[src/rtl/cache_pkg.sv]
// Shared types and constants for the data-cache sequencing controller.
package cache_pkg;

  localparam int LINE_BYTES  = 4;
  localparam int OFFSET_BITS = 2;

  typedef enum logic [1:0] {
    IDLE,
    COMPARE,
    WRITEBACK,
    REFILL
  } ctrl_state_t;

  typedef logic [LINE_BYTES-1:0][7:0] line_t;

  function automatic logic [31:0] sat_inc(input logic [31:0] v);
    return (v == 32'hFFFF_FFFF) ? v : v + 32'd1;
  endfunction

endpackage

[src/rtl/cache_controller.sv]
// Sequencing FSM for the direct-mapped write-back data cache (hit check, writeback, refill).
// Optional hit/miss/writeback counters are built when CACHE_CTRL_STATS_EN is defined.
//
// state     | meaning
// IDLE      | waiting for cpu_req; request fields latched on acceptance
// COMPARE   | tag check; hit completes the request, miss picks writeback or refill
// WRITEBACK | dirty victim line being written to memory
// REFILL    | requested line being read from memory into the cache
module cache_controller
  import cache_pkg::*;
#(
  parameter int XLEN = 32
) (
  input  logic                      clk,
  input  logic                      rst_b,
  input  logic                      cpu_req,
  input  logic                      cpu_we,
  input  logic [XLEN-1:0]           cpu_addr,
  input  logic [LINE_BYTES*8-1:0]   cpu_wdata,
  output logic [LINE_BYTES*8-1:0]   cpu_rdata,
  output logic                      cpu_ready,
  output logic                      cpu_busy,
  output logic [XLEN-1:0]           cache_addr,
  output logic [LINE_BYTES*8-1:0]   cache_din,
  output logic                      cache_we,
  input  logic [LINE_BYTES*8-1:0]   cache_dout,
  input  logic                      cache_hit,
  input  logic                      cache_dirty,
  input  logic [XLEN-1:0]           cache_miss_addr,
  output logic                      mem_req,
  output logic                      mem_we,
  output logic [XLEN-1:0]           mem_addr,
  output logic [LINE_BYTES*8-1:0]   mem_wdata,
  input  logic [LINE_BYTES*8-1:0]   mem_rdata,
  input  logic                      mem_ready
`ifdef CACHE_CTRL_STATS_EN
  ,
  output logic [31:0]               hit_cnt,
  output logic [31:0]               miss_cnt,
  output logic [31:0]               wb_cnt
`endif
);

  localparam logic [XLEN-1:0] LINE_MASK = ~XLEN'((1 << OFFSET_BITS) - 1);

  ctrl_state_t     state, state_nxt;
  logic [XLEN-1:0] addr_q;
  logic            we_q;
  line_t           wdata_q;

  always_ff @(posedge clk or negedge rst_b) begin
    if (!rst_b) begin
      state     <= IDLE;
      addr_q    <= '0;
      we_q      <= 1'b0;
      wdata_q   <= '0;
      mem_req   <= 1'b0;
      mem_we    <= 1'b0;
      mem_addr  <= '0;
      mem_wdata <= '0;
    end else begin
      state <= state_nxt;
      if (state == IDLE && cpu_req) begin
        addr_q  <= cpu_addr;
        we_q    <= cpu_we;
        wdata_q <= cpu_wdata;
      end
      // Memory outputs are loaded from the next state so they are stable for the whole wait.
      mem_req <= (state_nxt == WRITEBACK) || (state_nxt == REFILL);
      mem_we  <= (state_nxt == WRITEBACK);
      if (state == COMPARE && state_nxt == WRITEBACK) begin
        mem_addr  <= cache_miss_addr & LINE_MASK;
        mem_wdata <= cache_dout;
      end else if (state != REFILL && state_nxt == REFILL) begin
        mem_addr <= addr_q & LINE_MASK;
      end
    end
  end

  always_comb begin
    state_nxt = state;
    cpu_ready = 1'b0;
    cache_we  = 1'b0;
    cache_din = wdata_q;
    case (state)
      IDLE: begin
        if (cpu_req) state_nxt = COMPARE;
      end
      COMPARE: begin
        if (cache_hit) begin
          cpu_ready = 1'b1;
          cache_we  = we_q;
          state_nxt = IDLE;
        end else if (cache_dirty) begin
          state_nxt = WRITEBACK;
        end else begin
          state_nxt = REFILL;
        end
      end
      WRITEBACK: begin
        if (mem_ready) state_nxt = REFILL;
      end
      REFILL: begin
        cache_din = mem_rdata;
        if (mem_ready) begin
          cache_we  = 1'b1;
          state_nxt = COMPARE;
        end
      end
      default: state_nxt = IDLE;
    endcase
  end

  assign cpu_busy   = (state != IDLE);
  assign cpu_rdata  = cache_dout;
  assign cache_addr = addr_q;

`ifdef CACHE_CTRL_STATS_EN
  generate
    begin : g_stats
      // Set only on the COMPARE entered from IDLE, so the post-refill hit is not counted.
      logic first_cmp;

      always_ff @(posedge clk or negedge rst_b) begin
        if (!rst_b) begin
          first_cmp <= 1'b0;
          hit_cnt   <= '0;
          miss_cnt  <= '0;
          wb_cnt    <= '0;
        end else begin
          first_cmp <= (state == IDLE);
          if (state == COMPARE && first_cmp && cache_hit)  hit_cnt  <= sat_inc(hit_cnt);
          if (state == COMPARE && first_cmp && !cache_hit) miss_cnt <= sat_inc(miss_cnt);
          if (state == WRITEBACK && mem_ready)             wb_cnt   <= sat_inc(wb_cnt);
        end
      end
    end
  endgenerate
`endif

endmodule
[config.mk]
export PLATFORM = sky130hd
export DESIGN_NAME = cache_controller
export DESIGN_NICKNAME = d
export VERILOG_FILES = /design/src/rtl/cache_pkg.sv /design/src/rtl/cache_controller.sv
export SDC_FILE = /design/constraint.sdc
export NUM_CORES = 1
export LEC_CHECK = 0
export CAP_MARGIN = 10
export CORE_ASPECT_RATIO = 0.8
export CORE_MARGIN = 3
export CORE_UTILIZATION = 35
export DETAILED_ROUTE_END_ITERATION = 6
export GPL_ROUTABILITY_DRIVEN = 1
export GPL_TIMING_DRIVEN = 0
export PLACE_DENSITY = 0.76
export SLEW_MARGIN = 20
export SYNTH_ARGS = -nofsm -noshare
export SYNTH_HDL_FRONTEND = slang
export SYNTH_SLANG_ARGS = --single-unit
export TNS_END_PERCENT = 10
[constraint.sdc]
create_clock -name clk -period 1.89 [get_ports clk]
set_input_delay 0.378 -clock clk [delete_from_list [all_inputs] [get_ports clk]]
set_output_delay 0.378 -clock clk [all_outputs]
set_load 0.1 [all_outputs]
==> results of run 1 <==
-- cell usage in the layout, fill, tap and decap left out, types with 5 or more instances in the layout --
cell             netlist  final
mux2_1               111     74
clkdlybuf4s50_1        0    162
buf_4                 38     73
dfrtp_1              131    131
buf_12                 0     16
buf_6                 13     30
nand2_1                6      5
bufinv_16              0      6
mux2_2                58     42
mux2_4                20     73
clkbuf_16              0     17
buf_8                  0      9
clkdlybuf4s15_2        0     97
-- cell families after synthesis --
kind of cell,count (synthesis),share of synthesized area [%]
simple gates,11,1.24
buf+inv,57,7.58
other cells,1,0.0617
flops,131,54.0
compound gates,4,0.556
mux,191,36.6
-- per-layer routing --
metal  routed length [µm]  GRT usage, %  vias to the layer above
met5                    0             0                        -
met4                  292          6.34                        0
met3                 1370          6.04                       25
met2                 9630          33.4                      198
met1                 7140          21.6                     2225
li1                     -             -                     2075
-- sequential cells by signal (all words and copies together), names as in the netlist --
name        flops
cache_addr     32
mem_addr       30
mem_req         1
mem_wdata      32
mem_we          1
state           2
wdata_q        32
we_q            1
-- what timing repair did --
item | in CTS | in global routing
setup endpoints to repair | 190 | 97
setup buffers | 6 | 0
hold buffers | 1 | 0
hold endpoints to repair | 66 | 0
cloned | 1 | 0
pin swaps | 3 | 0
resized for setup | 714 | 53
-- metrics by stage --
| stage | TNS (ns) | cells | hold WS [ns] |
|---|---|---|---|
| floorplan | -1.11 | 396 | 0.0824 |
| global placement | -676.40 | 943 | 0.465 |
| detailed placement | -74.09 | 944 | 0.370 |
| CTS | -8.75 | 983 | 0.488 |
| global route | -15.46 | 983 | 0.500 |
| finish | -7.37 | 983 | 0.484 |
-- final cells by class --
cell class	count	area, µm²
flip-flops and latches	131	3280
inverters	1	3.75
fillers	1206	5830
plain buffers	56	553
clock buffers	19	443
clock inverters	12	228
repair buffers	336	3580
well taps	220	275
multi-input cells	208	2570
-- final timing paths --
| path | start | endpoint | slack, ns | cells past startpoint |
|---|---|---|---|---|
| worst min register to register | cache_addr[0] | cache_addr[0] | 0.48 | 1 |
| min in group asynchronous | rst_b | cache_addr[1] | 0.52 | 2 |
| max in group asynchronous | rst_b | mem_wdata[25] | 0.67 | 3 |
| worst min-delay path | cache_addr[0] | cache_addr[0] | 0.48 | 1 |
| worst max register to register | state[1] | mem_addr[26] | -0.11 | 7 |
| worst max-delay path | state[0] | cache_din[29] | -0.21 | 5 |
==> results list, run 1 <==
- The H-tree was split into 4 levels.
- Async set or reset register ratio after synthesis: 100%
* TritonCTS buffer count: 17
- Post-route standard cell area excluding fillers: 0.0109 mm²
- # port buffers: 327
- The smallest clock period supported by the final layout is computed as 2.10 ns.
- The number of antenna violations at the first check in global routing came to 0.
- The cell sitting at the root of the clock tree is a clkbuf_16.
- At the placement stage, the worst setup path has a slack of -0.957 ns.
* Crit-path slowest cell: dfrtp_1
* Clock latency on the worst-skew pair: 0.41 ns
- The run finished, with violations left.
- Total routed wirelength: 18400 µm
* CP arrival: 1.72 ns
- In the global route stage, overall resource usage came out at 18.7%.
- The number of hold violations in the final report is 0.
- Number of enable-type register cells in the synthesized netlist: 0
- Bufs on Longest Clock Path: 2
- Measured against its own limit, the worst slew margin works out to 60.9%.
- The average instance in the mapped netlist occupies 15.4 µm².
- Maximum fanout count along the critical path: 10
- Pin count of the biggest net entering global routing: 68
- The commonest cells after synthesis are dfrtp_1, mux2_1, mux2_2, buf_4, mux2_4.
* Boundary Pins: 332
* Vias per inst: 4.60
* Crit path top cell by count: buf_8
- Once detail routing completed, the nets flagged for antenna violations numbered 0.
- In this run the biggest area consumer among cell types represents 54.0% of the synthesized area.
* Sequential element share of the synthesized area: 54.0%
* Leading cell types by total area after synthesis: dfrtp_1, mux2_1, mux2_2, mux2_4, buf_4
- STA classifies the critical path startpoint as a flip-flop.
- Of the available clock period, the critical path in the final layout requires 111%.
* Most used standard cell by instance count after synthesis: dfrtp_1
- Starting density of the core: 36.2%
* Syn Std Cell Area: 0.00607 mm²
- Max-cap violations in this run came to 0.
- For the pin with the worst max-slew slack, the measured transition is 0.589 ns.
- Vias in the first global route: 5030
- Clk sinks: 131
- DRT iter0 DRCs: 160
- Fin worst setup slack: -0.207 ns
* Max-slew violation count: 0
- Total of flip-flops plus latches after synthesis: 131
* Global-route wire length before repair: 27700 µm
- Max stage delay on crit path: 0.37 ns
* Category of cells accounting for the largest share of critical-path delay: buffers and inverters
- Cell count after synthesis: 395
- At the end of the flow the core is filled with cells to 65.2%.
- Final Wtd Congestion: 0.811
- The total area inside the core boundary comes to 0.0168 mm².
- Routed wire length per instance: 18.7 µm
* Setup repair after global routing missed its margin: yes
- Remaining DRCs: 0
- Classification of the worst-slack hold path: flip-flop to flip-flop
* Antenna fix cells: 0
- Overall die height: 124 µm
* Buf+Inv Stages, Crit Path: 3
* Violations in the final reports: setup timing
- Die X: 153 µm
- The die covers 0.0190 mm².
- Critical path start-end classification: flip-flop to output pin
* Clock skew: 0.00865 ns
- Total setup violations reported at the end of the flow: 59
- At the end of the flow, the number of nets in the layout was 918.
- The first TritonRoute pass finished after 4 iterations.
- Overall via count from detail_route: 4523
- Global route total overflow: 0
* Rows: 42
* Prevailing post-synth register cell: dfrtp_1
* Count of unique library cells instantiated by Yosys: 20
* Half-perimeter wire length after detailed placement: 13700 µm
- Yosys Warn Count: 0
- Worst path required time: 1.51 ns
- Cells with a size suffix above 1 make up 49.9% of the layout.
- Ordered list of cells on the worst path: buf_6, nand2_8, buf_8, mux2_2, buf_8
- STA classifies the critical path endpoint as an output pin.
- After clock tree synthesis, the clock-pin slew on the worst setup and hold paths is 0.06 ns.
- Peak clock frequency supported by timing: 477 MHz
* Largest area contributor in the netlist: dfrtp_1
- From synthesis to final layout, the design area changed by 80.1%.
- TritonCTS built the clock tree.
* Total placed instance area: 0.00967 mm²
Power of run 1 is not shown: default switching activity piles up to over one toggle a cycle in this logic, so the estimate is an artifact.
==> inputs of run 2 (changes only) <==
CORE_UTILIZATION = 39   (was 35)
PLACE_DENSITY = 0.81   (was 0.76)
clock period = 2.3 ns   (was 1.89 ns; I/O delays follow)
==> run 2 against run 1 <==
Against the previous run: design area down 7.6%; the flow now finishes without violations; final cell count is 1.6% lower; non-clock buffer count shrank 7; hold slack worse by 0.0081 ns; count of clock-buffer cells in the layout increased by 2; core utilization is 1.6 points higher; setup slack better by 0.28 ns.
==> results list, run 2 (synthesis results as in run 1) <==
- The maximum root-to-sink buffer count came to 2 (unchanged).
- The worst path uses 96.7% of the clock period.
- The worst setup path is launched from a flip-flop.
- The global routing usage on met2 came to 36.1% (+2.8 points).
* Number of inserted filler cells in the final layout: 1147 (-4.9%)
* Half-perimeter wire length after detailed placement: 13500 µm (-1.2%)
* Clock tree from TritonCTS: yes
- Die footprint: 0.0171 mm² (-9.8%)
- The per-cell routed wire length is 18.1 µm (-3.4%).
- Die X: 146 µm (-5.1%)
- The placeable core region is 0.0151 mm² (-9.8%).
- The count of buffers inserted at the top-level ports is 327 (unchanged).
- GRT Overall Usage: 20.4% (+1.7 points)
- The first-pass iteration count of the detailed router is 4 (unchanged).
* CP Capture Type: output pin
- The maximum cell stage delay along the critical path is 0.35 ns (-0.02 ns).
- Final Wtd Congestion: 0.790 (-2.6%)
- Highest-utilization routing layer at the global route stage: met2
- Length in cells of the worst reg-to-reg path: 6 (-1)
* Global routing usage on met1: 22.8% (+1.3 points)
* Antenna fix cells: 0 (unchanged)
* Classification of the worst-slack hold path: flip-flop to flip-flop
- Hold Fails Final Rpt: 0 (unchanged)
* Global-route wire length before repair: 27400 µm (-0.92%)
- The relative slew slack came to 30.7% (-30 points).
- The count of pins on the block boundary was 332 (unchanged).
- The library cells used most frequently in the layout, excluding fill and tap cells, are clkdlybuf4s50_1, dfrtp_1, mux2_1, dlygate4sd2_1, buf_4.
- The instance area after placement came to 0.00965 mm² (-0.26%).
* Total setup violations reported at the end of the flow: 0 (-100%)
* Remaining DRCs: 0 (unchanged)
- Setup repair after global routing left no endpoint under its margin.
* Rows: 40 (-4.8%)
- The critical path required time came to 1.84 ns (+0.33 ns).
- Outcome: finished, final reports clean
- TritonCTS buffer count: 17 (unchanged)
* Smallest hold slack: 0.476 ns (-0.00812 ns)
- CP arrival: 1.76 ns (+0.04 ns)
* Number of nets still failing antenna checks after routing: 0 (unchanged)
- Clock-pin slew on the worst setup and hold paths: 0.06 ns (about the same)
- Clk sinks: 131 (unchanged)
- The starting utilization of the core area is 40.2% (+4.0 points).
- Post-route standard cell area excluding fillers: 0.0101 mm² (-7.6%)
- The critical-path maximum fanout is 10 (unchanged).
- The number of nets in the layout was 911 (-0.76%).
* Crit path top cell by count: buf_4
- Walking the worst path, the cells encountered are buf_4, nand2_8, buf_6, mux2_1, buf_4.
- From synthesis to final layout, the design area changed by 66.3%.
- The residual overflow from global routing was 0 (unchanged).
* DRT iter0 DRCs: 93 (-42%)
- The post-route clock skew came to 0.00475 ns (-0.00389 ns).
- Leaving out fill and tap cells, the most frequent cell in the layout is clkdlybuf4s50_1.
* Worst Setup Slack post-DPL: -0.679 ns (+0.278 ns)
* Critical path start-end classification: flip-flop to output pin
- The routed design could run at a clock period as short as 2.22 ns.
- The met3 track utilization from global routing was 7.78% (+1.7 points).
- The average via count per standard cell is 4.61 (+0.13%).
* Overall via count from detail_route: 4455 (-1.5%)
- The aggregate routed wire length came to 17500 µm (-5.0%).
- Fin worst setup slack: 0.0752 ns (+0.282 ns)
- The clock insertion delay at the later pin of the skew report is 0.42 ns (about the same).
- The worst hold path cell count is 1 (unchanged).
- Peak clock frequency supported by timing: 449 MHz
* Slew of the pin with the lowest slew margin: 1.04 ns (+0.455 ns)
- The register-to-register setup slack is 0.37 ns (+0.48 ns).
* Root buffer cell: clkbuf_16
- Overall die height: 118 µm (-5.0%)
- Max Cap Violations: 0 (unchanged)
- The number of antenna violations at the first check in global routing came to 0 (unchanged).
- The storage element area was 0.00328 mm² (unchanged).
* Max-slew violation count: 0 (unchanged)
- The number of H-tree levels came to 4 (unchanged).
- Vias in the first global route: 4858 (-3.4%)
* Crit-path slowest cell: dfrtp_1
- The multi-input combinational cell area is 0.00236 mm² (-8.3%).
- Share of layout cells above drive strength 1: 31.8% (-18 points)
- Setup Fix Bufs, Post-CTS: 0 (-6)
- The maximum number of pins on one net before global-route repair was 69 (+1.5%).
==> run 2: cell count changes in the layout (fill, tap and decap cells not counted), moves of 8 or more <==
cell / change
buf_12: -16
buf_4: +8
clkdlybuf4s15_2: -96
dlygate4sd2_1: +96
mux2_1: +36
mux2_2: +17
mux2_4: -53
==> run 2: timing repair <==
action	in CTS	in global routing
endpoints found under the setup margin	163	34
resized for setup	380	17
pin swaps	0	1
endpoints found under the hold margin	5	0
hold buffers	1	0
==> run 2: path summary, 6_finish.rpt <==
path,endpoint,start
setup / recovery,cache_din[23],state[1]
hold / removal,mem_wdata[8],mem_wdata[8]
setup reg to reg,mem_addr[23],state[1]
hold reg to reg,mem_wdata[8],mem_wdata[8]
max in group asynchronous,mem_addr[5],rst_b
min in group asynchronous,mem_wdata[1],rst_b
==> run 2: layout make-up <==
| class | count | share of cell area [%] |
|---|---|---|
| clock buffer | 21 | 4.66 |
| buffer | 56 | 4.77 |
| inverter | 1 | 0.0371 |
| timing repair buffer | 329 | 30.7 |
| multi-input combinational | 208 | 23.3 |
| clock inverter | 11 | 1.49 |
| tap | 210 | 2.60 |
| sequential | 131 | 32.4 |
==> run 2: worst max-delay path: cells and delay by family (launching register included) <==
family                 cells  cell delay, ns
and+or+nand+nor            1            0.09
muxes                      1            0.33
buffers and inverters      3            0.57
DFF                        1            0.35
==> run 2: per-layer routing <==
metal | part of all wire (%) | wire length [µm] | vias to the layer above
met2 | 52 | 9030 | 192
met4 | 2.0 | 354 | 0
met1 | 38 | 6710 | 2181
met5 | 0 | 0 | -
li1 | - | - | 2059
met3 | 8.0 | 1410 | 23
==> run 2: stage by stage <==
stage	util, %	TNS [ns]	cells
after global routing	66.9	0	967
after detailed placement	63.8	-30.10	934
after global placement	63.6	-591.15	933
after CTS	66.7	-0.839	967
final	66.9	0	967
after floorplan	-	0	396
Power of run 2 is left out for the same reason.
